===== config.mk =====
export PLATFORM = sky130hd
export DESIGN_NAME = vital_threshold_scheduler
export DESIGN_NICKNAME = d
export VERILOG_FILES = /design/src/rtl/vital_threshold_scheduler.sv
export SDC_FILE = /design/constraint.sdc
export NUM_CORES = 1
export LEC_CHECK = 0
export CORE_ASPECT_RATIO = 1.1
export CORE_MARGIN = 3
export CORE_UTILIZATION = 46
export CTS_BUF_LIST = sky130_fd_sc_hd__clkbuf_16
export DETAILED_ROUTE_END_ITERATION = 8
export GPL_TIMING_DRIVEN = 0
export PLACE_DENSITY_LB_ADDON = 0.08
export SYNTH_ARGS = -nofsm -noshare
export SYNTH_HDL_FRONTEND = slang
export SYNTH_HIERARCHICAL = 1
export SYNTH_SLANG_ARGS = --single-unit

===== constraint.sdc =====
create_clock -name clk -period 3.9 [get_ports clk]
set_clock_uncertainty 0.15 [all_clocks]
set_input_delay 0.78 -clock clk [delete_from_list [all_inputs] [get_ports clk]]
set_output_delay 0.78 -clock clk [all_outputs]
set_load 0.01 [all_outputs]

===== src/rtl/vital_threshold_scheduler.sv =====
// Four-channel vital-sign threshold checker sharing one cascadable 8-bit magnitude
// comparator, with round-robin sample intake and per-channel alarm hysteresis.

module vital_threshold_cmp8 (
    input  logic [7:0] a,
    input  logic [7:0] b,
    input  logic       lt_in,
    input  logic       eq_in,
    input  logic       gt_in,
    output logic       lt,
    output logic       eq,
    output logic       gt
);
    always_comb begin
        lt = (a < b) | ((a == b) & lt_in);
        eq = (a == b) & eq_in;
        gt = (a > b) | ((a == b) & gt_in);
    end
endmodule

module vital_threshold_scheduler #(
    parameter int ALARM_CNT = 3
) (
    input  logic        clk,
    input  logic        rst,
    input  logic [3:0]  smp_valid,
    input  logic [31:0] smp_data,
    output logic [3:0]  smp_ready,
    input  logic        cfg_we,
    input  logic [1:0]  cfg_ch,
    input  logic        cfg_sel,
    input  logic [7:0]  cfg_data,
    output logic        res_valid,
    output logic [1:0]  res_ch,
    output logic [1:0]  res_code,
    output logic [3:0]  alarm,
    output logic        busy
);
    localparam logic [3:0] ALARM_TH = 4'(ALARM_CNT);

    typedef enum logic [1:0] {IDLE, CMP_LO, CMP_HI, RESULT} state_t;

    state_t      state, state_next;
    logic [1:0]  rr_ptr;
    logic [1:0]  grant;
    logic        grant_vld;
    logic        accept;
    logic [7:0]  smp_q;
    logic [1:0]  ch_q;
    logic        below;
    logic [7:0]  lo_thr [4];
    logic [7:0]  hi_thr [4];
    logic [2:0]  cnt [4];
    logic [7:0]  cmp_b;
    logic        cmp_lt, cmp_eq, cmp_gt;
    logic        above_now;
    logic        below_now;
    logic [1:0]  code_now;
    logic [3:0]  cnt_inc;

    // Search starts one past the last grant so every channel gets a turn.
    always_comb begin
        grant     = '0;
        grant_vld = 1'b0;
        for (int k = 1; k <= 4; k++) begin
            if (!grant_vld && smp_valid[rr_ptr + 2'(k)]) begin
                grant     = rr_ptr + 2'(k);
                grant_vld = 1'b1;
            end
        end
    end

    assign accept    = (state == IDLE) && grant_vld && !rst;
    assign smp_ready = accept ? (4'b0001 << grant) : 4'b0000;
    assign busy      = (state != IDLE);

    always_comb begin
        state_next = state;
        case (state)
            IDLE:    if (accept) state_next = CMP_LO;
            CMP_LO:  state_next = CMP_HI;
            CMP_HI:  state_next = RESULT;
            RESULT:  state_next = IDLE;
            default: state_next = IDLE;
        endcase
    end

    assign cmp_b = (state == CMP_HI) ? hi_thr[ch_q] : lo_thr[ch_q];

    vital_threshold_cmp8 u_cmp (
        .a     (smp_q),
        .b     (cmp_b),
        .lt_in (1'b0),
        .eq_in (1'b1),
        .gt_in (1'b0),
        .lt    (cmp_lt),
        .eq    (cmp_eq),
        .gt    (cmp_gt)
    );

    // Flags are mutually exclusive; masking with eq keeps equality strictly in range.
    assign below_now = cmp_lt & ~cmp_eq;
    assign above_now = cmp_gt & ~cmp_eq;
    assign code_now  = {above_now, below};
    assign cnt_inc   = {1'b0, cnt[ch_q]} + 4'd1;

    always_ff @(posedge clk) begin
        if (rst) begin
            state     <= IDLE;
            rr_ptr    <= 2'd3;
            smp_q     <= '0;
            ch_q      <= '0;
            below     <= 1'b0;
            res_valid <= 1'b0;
            res_ch    <= '0;
            res_code  <= '0;
            alarm     <= '0;
            for (int i = 0; i < 4; i++) begin
                lo_thr[i] <= 8'h00;
                hi_thr[i] <= 8'hFF;
                cnt[i]    <= '0;
            end
        end else begin
            state     <= state_next;
            res_valid <= 1'b0;
            if (cfg_we) begin
                if (cfg_sel) hi_thr[cfg_ch] <= cfg_data;
                else         lo_thr[cfg_ch] <= cfg_data;
            end
            if (accept) begin
                smp_q  <= smp_data[{grant, 3'b000} +: 8];
                ch_q   <= grant;
                rr_ptr <= grant;
            end
            if (state == CMP_LO) below <= below_now;
            if (state == CMP_HI) begin
                res_valid <= 1'b1;
                res_ch    <= ch_q;
                res_code  <= code_now;
                // A sample agreeing with the current alarm level restarts the count.
                if ((|code_now) == alarm[ch_q]) begin
                    cnt[ch_q] <= '0;
                end else if (cnt_inc == ALARM_TH) begin
                    alarm[ch_q] <= ~alarm[ch_q];
                    cnt[ch_q]   <= '0;
                end else begin
                    cnt[ch_q] <= cnt_inc[2:0];
                end
            end
        end
    end
endmodule


# == Word level (Yosys, flattened, before mapping) ==
# Memory sizes are Yosys's and may differ from the RTL's. A register that Yosys moved wholly into a read port is not among the register bits.
# Index checks and enable logic that the tools add are counted.
# totals
regBits,24
ram_bits,76
in_bits,50
out_inout_bits,14
word_cells,124
memories,3
# mem_list
memory,words,word_bits,rd,rd_clocked_by_memory_dff,wr,line_no,rtl
hi_thr,4,8,1,1,4,52,logic [7:0] hi_thr [4];
lo_thr,4,8,1,1,4,51,logic [7:0] lo_thr [4];
cnt,4,3,1,1,4,53,logic [2:0] cnt [4];
# classes
n_addsub,4
n_lt_le_gt_ge,8
eq_ne,7
shifts,2
muxes,67
bitwise_logic,7
n_reduce_logical,17
# op_table
cell,n
$mux W1,38
$shiftx A32 B6 Y8,1
$mux W2,14
$mux W8,3
$reduce_or A8 Y1,2
$lt A2 B3 Y1 const B,5
$bmux W1 S2,5
$mux W3,3
$eq A8 B8 Y1,1
$gt A8 B8 Y1,1
$lt A8 B8 Y1,1
$pmux W2 S4,1
$logic_and A1 B1 Y1,6
$add A2 B2 Y2 const B,2
$add A3 B1 Y4 const B,1
$bwmux W4,1
$eq A2 B2 Y1 const B,2
$eq A4 B2 Y1 const B,1
$logic_not A1 Y1,4
$mux W4,1
$shl A1 B2 Y4 const A,1
$not A1 Y1,3
$reduce_and A3 Y1,1
$reduce_or A3 Y1,1
11 further kinds,13

# == Logic depth before layout (Yosys ltp) ==
# logic_depth
ltp_word,17
mapped_depth,16
ltp_nobuf,14

# == Modules after synthesis ==
# Netlist, hierarchy kept.
# by_module_without_submodules
mod,instances,cells_each,area_per_inst_um2,seq_area_each_um2
vital_threshold_scheduler,1,365,4924.7,2802.7
vital_threshold_cmp8,1,33,254.0,0.0

# == Least setup slack after synthesis ==
# No wires, ideal clock.
# synth_path
path_kind,register to register
from,register (tool-made name)
to,memory cnt[1][1] (data pin)
arrival_ns,3.919
required_ns,3.609
setup_slack_ns,-0.309
path_stages_with_launch,16
cell_sequence,dfxtp_1 > buf_6 > buf_1 > mux4_2 > mux2_2 > inv_1 > ha_1 > a211o_1 > a21oi_4 > and3_1 > a221oi_2 > nor2b_1 > nor2_1 > xor2_1 > or4b_4 > nor2_1
# synth_lines
element,line_no
to (decl),53

==> out/qor.yml <==
grt.busiest_layer: "met2"
gp_congestion: 0.8429
start_util: 0.4725
die_h_um: 117.3
synthAdderAreaFrac: 0.03382
antenna_found_initial: 0
p_leak_nw: 2.405
grt_pass1_vias: 3491
final_antenna_net_count: 0
grt_use_met2: 0.3600
end_kind: "flop"
final_common_cell: "edfxtp_1"
p_total_mw: 3.597
yosys.area.top_type: "edfxtp_1"
mostFrequentLayoutCells: "76 x edfxtp_1, 62 x clkdlybuf4s50_1, 33 x and2_1, 27 x nor2_1"
met1_usage: 0.2237
die_w_um: 107.2
ys_warn_count: 6
cts-root-buf: "clkbuf_16"
yosys-top-cells-area: "edfxtp_1 44%, dfxtp_1 10%, mux4_2 9.1%, and2_1 4.0%, mux4_1 3.6%"
synth_top_family_by_area: "simple AND/OR/NAND/NOR gates"
grt_max_degree: 17
critical_path_required_ns: 3.95
period_share: 0.9732
hold_class: "flop to flop"
cp_max_fo: 8
pwr_density_cell_nw_per_um2: 550.5
vdd_drop_max_uv: 264.6
dp_hpwl_mm: 8.218
netlist_area_sq_um: 5179
async_flop_share: 0
setup_viol: 0
crit_type: "flop to flop"
cts_sinks: 102
io_buffers: 62
cts_made_buffers: 9
synth_compound_area_frac: 0.06354
layout-drive-gt1-share: 0.2050
timing.fmax_mhz: 263.5
std_cell_rows: 40
htreeDepth: 3
nNetsFinal: 542
dieArea_sq_um: 12570
synth_edf_count: 76
fin_crit_ns: 3.796
setup_slack_ns: 0.1045
dr.first_iter.drc_count: 154
wirelength_mm: 11.49
synthSimpleGateAreaFrac: 0.1718
tightestPinTransition_ns: 0.9624
wl_per_cell_um: 18.24
yosys.area.top_type_share: 0.4407
post-route-util: 0.5962
ys_seq_elements: 102
synth_cell_types: 54
route.detailed.drc: 0
synth_ff_type: "edfxtp_1"
finalSetupTns_ns: 0
clk_latency_ns: 0.34
seq_area_frac_synth: 0.5412
grt.met3_usage: 0.03291
avgSynthCellArea_sq_um: 13.01
netlist_instances: 398
muxShareOfSynthArea: 0.1541
outcome: "complete, no violations"
cts_tree: "done"
area_growth_pct: 26.19
io_pins: 64
final_hold_viol_count: 0
grt-ovfl-total: 0
path_clk_slew_ns: 0.07
grt_usage: 0.1917
cts_hold_buf: 0
place_ws_ns: -0.6958
cp-start-kind: "flop"
drv_cap: 0
grt_pass1_wl_mm: 17.90
clock_path_buffers: 2
core_area_sq_um: 10960
dr.pass1.iters: 4
n_antenna_cell: 0
slew_headroom: 0.3570
vias: 3391
finalMaxSlewViolations: 0
synth_xor_area_frac: 0.003382
arrival_ns: 3.85
viasPerCell: 5.383
[flip-flops by register name (all words and copies together), names as in the netlist, named ones only]
| name | count |
|---|---|
| alarm | 4 |
| below | 1 |
| ch_q | 2 |
| cnt | 12 |
| hi_thr | 32 |
| lo_thr | 32 |
| res_ch | 2 |
| res_code | 2 |
| res_valid | 1 |
| rr_ptr | 2 |
| smp_q | 8 |
| state | 2 |
[routing by layer]
metal / share of wire / vias up / routed length, um
met1: 0.41 / 1679 / 4745
met5: 0 / - / 0
met4: 0.0074 / 0 / 85
met3: 0.036 / 8 / 414
met2: 0.54 / 63 / 6246
li1: - / 1641 / -
[Yosys cell counts (all sizes together) (4+ instances only)]
master / number
edfxtp: 76
nand3: 4
nand2: 17
a41o: 4
clkbuf: 13
nor2b: 4
inv: 23
or3: 18
nor2: 29
mux2: 9
dfxtp: 26
nand3b: 4
a21oi: 12
and2: 33
nand2b: 11
buf: 4
mux2i: 4
mux4: 28
ha: 14
or2: 19
a22o: 8
[final timing paths]
path,end,slack [ns],depth (start not counted),startpoint
worst max register to register,cnt[1][1]$_SDFFCE_PN0P_,0.10,15,flop
worst max-delay path,cnt[1][1]$_SDFFCE_PN0P_,0.10,15,flop
worst min-delay path,res_ch[1]$_SDFFE_PP0P_,0.33,2,res_ch[1]$_SDFFE_PP0P_
worst min register to register,res_ch[1]$_SDFFE_PP0P_,0.33,2,res_ch[1]$_SDFFE_PP0P_
[kinds of logic after synthesis]
| family | after synthesis |
|---|---|
| mux | 41 |
| compound gates | 40 |
| xor+xnor | 2 |
| fa+ha+maj | 14 |
| flops | 102 |
| simple gates | 157 |
| buf+inv | 40 |
| other cells | 2 |
[where the power goes]
| part | switching [mW] | total, mW | leakage [nW] | internal [mW] |
|---|---|---|---|---|
| clock network | 0.387 | 1.01 | 0.169 | 0.625 |
| registers | 0.0803 | 1.37 | 0.966 | 1.29 |
| logic | 0.577 | 1.21 | 1.27 | 0.636 |
[area by class of cell]
type                            instances  area [sq um]
Buffer                                 14         95.09
Clock buffer                            9         225.2
Clock inverter                          7         113.9
Fill cell                             866          4425
Inverter                               23         86.33
Multi-Input combinational cell        257          2318
Sequential cell                       102          2808
Tap cell                              147         183.9
Timing Repair Buffer                   71         704.4
[stage by stage]
stage,instance area [sq um],cells,hold slack (ns)
5_1_grt,6535,630,0.3676
3_5_place_dp,5993,608,0.3196
4_1_cts,6407,625,0.3309
6_report,6535,630,0.3290
2_1_floorplan,5189,399,0.2992
3_3_place_gp,5993,608,0.3125
[timing repair]
action	CTS	global route
endpoints found under the setup margin	20	16
gates resized for setup	17	15
pin swaps	3	10
buffers inserted	4	5
[critical path, stage by stage (launching register included)]
cell      delay [ns]
dfxtp_2         0.33
buf_8           0.11
buf_12          0.13
mux4_2          0.52
mux2_4          0.29
inv_2           0.08
ha_4            0.20
a211o_1         0.33
a21oi_4         0.15
and3_4          0.21
a221oi_4        0.06
nor2b_4         0.15
nor2_4          0.15
xor2_4          0.12
or4b_4          0.58
nor2_1          0.10
(Power assumes the default switching activity.)
